## config.mk

```make
export PLATFORM = sky130hd
export DESIGN_NAME = arc_detect
export DESIGN_NICKNAME = d
export VERILOG_FILES = /design/src/rtl/fast_pkg.sv /design/src/rtl/arc_detect.sv
export SDC_FILE = /design/constraint.sdc
export NUM_CORES = 1
export LEC_CHECK = 0
export BUFFER_PORTS_ARGS = -buffer_cell sky130_fd_sc_hd__buf_2
export CAP_MARGIN = 25
export CORE_MARGIN = 2
export CORE_UTILIZATION = 55
export DETAILED_ROUTE_END_ITERATION = 16
export PLACE_DENSITY_LB_ADDON = 0.2
export SLEW_MARGIN = 15
export SYNTH_ARGS = -nofsm -noshare
export SYNTH_HDL_FRONTEND = slang
export SYNTH_SLANG_ARGS = --single-unit
```

## constraint.sdc

```tcl
create_clock -name vclk -period 12.3
set_clock_uncertainty 0.15 [all_clocks]
set_input_delay 1.845 -clock vclk [all_inputs]
set_output_delay 1.845 -clock vclk [all_outputs]
set_load 0.01 [all_outputs]
```

## src/rtl/fast_pkg.sv

```systemverilog
// Shared definitions for the FAST segment-test block and the circle overlay drawer.
// Contents: the 12-point radius-2 ring offsets, the ring size, the fetch index
// range and the segment-test FSM state encoding.
package fast_pkg;

  localparam int RING_N = 12;
  localparam int IDX_W  = 4;

  // Read index 0 is the center; indices 1..12 walk the ring.
  localparam logic [IDX_W-1:0] LAST_IDX = 4'd12;

  typedef logic signed [2:0] ofs_t;

  // Ring point k sits at (center_x + RING_DX[k], center_y + RING_DY[k]).
  localparam ofs_t RING_DX [RING_N] = '{3'sd0, 3'sd1, 3'sd2, 3'sd2, 3'sd2, 3'sd1,
                                        3'sd0, -3'sd1, -3'sd2, -3'sd2, -3'sd2, -3'sd1};
  localparam ofs_t RING_DY [RING_N] = '{3'sd2, 3'sd2, 3'sd1, 3'sd0, -3'sd1, -3'sd2,
                                        -3'sd2, -3'sd2, -3'sd1, 3'sd0, 3'sd1, 3'sd2};

  typedef enum logic [2:0] {
    IDLE  = 3'd0,
    FETCH = 3'd1,
    DRAIN = 3'd2,
    EVAL  = 3'd3,
    WRITE = 3'd4
  } fast_state_t;

endpackage

```

## src/rtl/arc_detect.sv

```systemverilog
// Circular run detector for the 12-point ring.
// Ports:
//   mask  in  RING_N  per-ring-point classification (1 = point qualifies)
//   n_arc in  4       minimum contiguous run length (1..12)
//   hit   out 1       1 when some run of n_arc set bits exists, wrapping 11 -> 0
module arc_detect
  import fast_pkg::*;
(
  input  logic [RING_N-1:0] mask,
  input  logic [3:0]        n_arc,
  output logic              hit
);

  logic [2*RING_N-1:0] dbl_s;
  logic [RING_N-1:0]   need_s;
  logic [RING_N-1:0]   win_s;

  // Slide an n_arc-wide window over the doubled mask so wrap-around runs are seen.
  always_comb begin
    dbl_s  = {mask, mask};
    need_s = RING_N'((13'd1 << n_arc) - 13'd1);
    win_s  = {RING_N{1'b0}};
    hit    = 1'b0;
    for (int s = 0; s < RING_N; s++) begin
      win_s = RING_N'(dbl_s >> s);
      if ((win_s & need_s) == need_s) begin
        hit = 1'b1;
      end else begin
        hit = hit;
      end
    end
  end

endmodule

```

After elaboration in Yosys (flattened, before gate mapping)
Cells that the tools add are included.
- equality and inequality tests: 12
- mux-type cells: 12
- $add $sub $neg: 1
- bitwise logic cells: 12
- shift-type cells: 1
- operators with widths (cell ; count):
    $and 12x12->12 ; 12
    $eq 12x12->1 ; 12
    $mux 1 ; 12
    $shl 1x4->12 const A ; 1
    $sub 12x1->12 const B ; 1
- register bits after elaboration: 0
- input port bits: 16

Depth between registers and ports, before layout
- depth in word-level cells: 16
- mapped depth: 14

Worst setup path before layout
Ideal clock, no wire load.
- kind: input -> output
- start: in n_arc[1]
- end: out hit
- buffers on the path: 3
- stages on the path: 13
- path slack: 5568 ps
- arrival time: 4737 ps
- data required time: 10305 ps
- cells stage by stage: buf_4 > nor4_1 > inv_1 > ha_1 > clkbuf_2 > or3_1 > a21o_1 > and2_4 > buf_6 > o21ai_2 > nor4_1 > a2111o_1 > a2111o_1
- cells in the longest elaborated chain, start to end: 16
- elaborated cells on any way between the ends: 38
- ends and longest elaborated chain (what ; RTL line ; text):
    from (decl) ; arc_detect.sv:10 ; input logic [3:0] n_arc,
    $shl 1x4->12 (*) ; arc_detect.sv:21 ; need_s = RING_N'((13'd1 << n_arc) - 13'd1);
    $sub 12x1->12 (*) ; arc_detect.sv:21 ;
    $and 12x12->12 ; arc_detect.sv:26 ; if ((win_s & need_s) == need_s) begin
    $eq 12x12->1 ; arc_detect.sv:26 ;
    $mux 1 (11 in a row) ; arc_detect.sv:26 ;
    $mux 1 (*) ; arc_detect.sv:26 ;
    to (decl) ; arc_detect.sv:11 ; output logic hit
Every way passes the cells marked *; elsewhere a longest branch is shown, timed or not.

Worst setup path after layout
Ends and elaborated chain as after synthesis.

==> impl_metrics.sql <==
INSERT INTO impl_metrics (metric_group, metric, value, unit) VALUES
('place', 'place.port_buffers', '17', ''),
('drt', 'drt-vias-per-instance', '7.97', ''),
('logic_synthesis', 'netlist_instances', '237', ''),
('global_routing', 'grtUsageTotal', '37.7', '%'),
('drt', 'postRouteAntennaNets', '0', ''),
('global_routing', 'first_pass_grt_wire_length', '8270', 'um'),
('die', 'initial_utilization', '57.0', '%'),
('logic_synthesis', 'synth.cell_area', '1400', 'sq um'),
('drt', 'wl_per_cell', '20.5', 'um'),
('layout', 'final_net_count', '242', ''),
('die', 'fp.dieH', '54.5', 'um'),
('drt', 'via_count', '2017', ''),
('min_path', 'holdCritPathClass', 'primary input to primary output', ''),
('min_path', 'min_delay_path_depth', '4', ''),
('layout', 'count_of_flip_flops_and_latches', '0', ''),
('timing', 'setup_total_negative_slack', '0', 'ps'),
('die', 'floorplan.core_area', '2450', 'sq um'),
('timing', 'clock.fmax', '138', 'MHz'),
('global_routing', 'grt_start_max_net_pins', '36', ''),
('layout', 'antenna_cells', '0', ''),
('global_routing', 'vias_in_the_first_global_route', '1608', ''),
('clocking', 'cts_hold_buf', '0', ''),
('die', 'die_area', '2970', 'sq um'),
('setup_path', 'path_class', 'primary input to primary output', ''),
('drt', 'totalWireLength', '5200', 'um'),
('setup_path', 'critical_path_cell_sequence', 'buf_2, nor4_1, inv_1, ha_1, xnor2_1, o22ai_1, nor4_1, a2111o_1, a2111o_1, buf_2', ''),
('drt', 'drt_iter0_markers', '259', ''),
('clocking', 'cts_setup_buffers', '0', ''),
('global_routing', 'grt_antenna_before_repair', '0', ''),
('timing', 'rsz0062_at_grt', 'false', ''),
('logic_synthesis', 'netlist.area_leader.share', '8.94', '%'),
('timing', 'worst_slew_pin_slew', '1040', 'ps'),
('place', 'gpl_wtd_cong', '0.964', ''),
('setup_path', 'timing.critical_path.fanout_max', '30', ''),
('logic_synthesis', 'netlist.top_cell.by_area', 'sky130_fd_sc_hd__o21ai_0', ''),
('setup_path', 'critical_path_required', '10300', 'ps'),
('logic_synthesis', 'post_synth_num_cell_types', '52', ''),
('die', 'floorplan.rows', '18', ''),
('timing', 'timing.final.max_slew_violations', '0', ''),
('place', 'hpwl', '3340', 'um'),
('logic_synthesis', 'synth_fp_nets', '254', ''),
('layout', 'n_fill_cell', '250', ''),
('drt', 'detail_route.first_pass.iterations', '6', ''),
('setup_path', 'timing.critical_path.from_type', 'primary input', ''),
('drt', 'drc', '0', ''),
('logic_synthesis', 'synth_warnings', '0', ''),
('layout', 'syn2layout_area_growth', '-1.43', '%'),
('layout', 'final_util', '56.2', '%'),
('setup_path', 'total_stage_count_of_the_critical_path', '10', ''),
('status', 'run_status', 'finished, final reports clean', ''),
('setup_path', 'data_arrival_time_at_the_worst_slack_endpoint', '5280', 'ps'),
('timing', 'timing.final.crit_share', '59.1', '%'),
('timing', 'post-route-min-period', '7270', 'ps'),
('logic_synthesis', 'synth_sequential_area_ratio', '0', '%'),
('timing', 'report.final.hold_viol_count', '0', ''),
('pwr', 'peakVddDrop', '0.0000386', 'V'),
('setup_path', 'critPathMaxStageDelay', '860', 'ps'),
('layout', 'n_clock_buffer', '0', ''),
('setup_path', 'timing.critical_path.max_delay_family', 'simple AND/OR/NAND/NOR gates', ''),
('setup_path', 'critical_path.n_buffers_inverters', '3', ''),
('timing', 'timing.final.setup_violations', '0', ''),
('pwr', 'static-leakage-power', '0.000487', 'uW'),
('logic_synthesis', 'yosys-top-cells-area', 'sky130_fd_sc_hd__o21ai_0 (8.9%), sky130_fd_sc_hd__a21oi_1 (7.5%), sky130_fd_sc_hd__nor2_1 (6.2%)', ''),
('global_routing', 'residual_overflow_from_global_routing', '0', ''),
('run', 'cap_viol_max_count', '0', ''),
('die', 'chipWidth', '54.5', 'um'),
('die', 'ioPinCount', '17', ''),
('layout', 'layout-drive-gt1-share', '10.8', '%'),
('clocking', 'cts_repair_resize_count', '0', ''),
('layout', 'area.sequential', '0', 'sq um'),
('setup_path', 'cpMaxStageDelayCell', 'sky130_fd_sc_hd__xnor2_1', ''),
('logic_synthesis', 'postSynthAreaPerCell', '5.91', 'sq um'),
('setup_path', 'crit_path_end_kind', 'primary output', ''),
('pwr', 'power_per_standard_cell_area', '39.3', 'nW/um^2'),
('timing', 'timing.max_slew.rel_slack', '30.2', '%');
[power breakdown]
group          switching [uW]  internal [uW]
registers                   0              0
clock network               0              0
logic                    35.8           18.5
[final cells by class]
cell class,count,area (sq um),area share [%]
multi-input combinational,196,1220,88.4
timing repair buffer,17,85.1,6.17
inverter,10,37.5,2.72
tap,30,37.5,2.72
[layout by cell type, fill, tap and decap left out, drive strengths merged, types with 2 or more instances in the layout]
cell type / synthesis / layout
o22a: 2 / 2
nor2b: 9 / 9
or2: 3 / 3
nand3: 3 / 3
a31oi: 5 / 5
a221o: 2 / 2
a21oi: 21 / 21
o311a: 2 / 2
a2bb2oi: 2 / 2
a21boi: 2 / 2
nand4: 2 / 2
nand2b: 6 / 6
nor2: 23 / 23
o21ai: 26 / 26
nand3b: 2 / 2
nor4: 5 / 5
o221ai: 9 / 9
nand2: 15 / 15
buf: 8 / 17
or3: 4 / 4
a211oi: 6 / 6
o22ai: 6 / 6
o211ai: 8 / 8
a2111o: 2 / 2
o311ai: 3 / 3
nor3: 3 / 3
a21o: 2 / 2
o2111ai: 3 / 3
inv: 9 / 9
a22oi: 4 / 4
[worst min-delay path, stage by stage]
cell and delay (ps):
sky130_fd_sc_hd__buf_2 230, sky130_fd_sc_hd__a2111o_1 190, sky130_fd_sc_hd__a2111o_1 90, sky130_fd_sc_hd__buf_2 120
[worst paths after layout]
path / from / slack [ps] / endpoint
setup / recovery: n_arc[1] / 5030 / hit
hold / removal: mask[3] / 4170 / hit
[per-stage QoR]
| step | total power [uW] | hold WS [ps] | setup WS, ps | instance area, sq um | instances |
|---|---|---|---|---|---|
| 6_report | 54.3 | 4170 | 5030 | 1380 | 253 |
| 4_1_cts | 51.7 | 4150 | 5180 | 1380 | 253 |
| 2_1_floorplan | 40.2 | 3870 | 5570 | 1400 | 237 |
| 3_3_place_gp | 52.0 | 4160 | 5240 | 1380 | 253 |
| 3_5_place_dp | 51.6 | 4150 | 5190 | 1380 | 253 |
| 5_1_grt | 58.2 | 4200 | 4830 | 1380 | 253 |
[synth_stat cells (3+ instances only)]
cell,number
sky130_fd_sc_hd__o21ai_0,25
sky130_fd_sc_hd__nor2_1,23
sky130_fd_sc_hd__clkbuf_1,22
sky130_fd_sc_hd__a21oi_1,21
sky130_fd_sc_hd__nand2_1,15
sky130_fd_sc_hd__inv_1,9
sky130_fd_sc_hd__nor2b_1,9
sky130_fd_sc_hd__o221ai_1,9
sky130_fd_sc_hd__o211ai_1,8
sky130_fd_sc_hd__a211oi_1,6
sky130_fd_sc_hd__nand2b_1,6
sky130_fd_sc_hd__o22ai_1,6
sky130_fd_sc_hd__a31oi_1,5
sky130_fd_sc_hd__buf_2,5
sky130_fd_sc_hd__nor4_1,5
sky130_fd_sc_hd__a22oi_1,4
sky130_fd_sc_hd__or3_1,4
sky130_fd_sc_hd__nand3_1,3
sky130_fd_sc_hd__nor3_1,3
sky130_fd_sc_hd__o2111ai_1,3
sky130_fd_sc_hd__o311ai_0,3
sky130_fd_sc_hd__or2_2,3
[metal layers]
layer	GRT usage (%)	wire (um)	vias up
met5	0	0	-
met4	15.4	359	0
met3	5.46	829	47
met2	54.8	2090	212
met1	54.7	1920	870
li1	-	-	888
[cells by family (layout without fill, tap and decap cells)]
logic type               Yosys count  in the layout  synth area share, %
XOR/XNOR                           1              1                0.626
AND/OR/NAND/NOR                   78             78                 28.1
adder cells (fa/ha/maj)            1              1                0.894
buffers and inverters             41             27                 12.9
AO/OA/AOI/OAI                    116            116                 57.6
No activity file was read; power rests on OpenSTA's default activity.
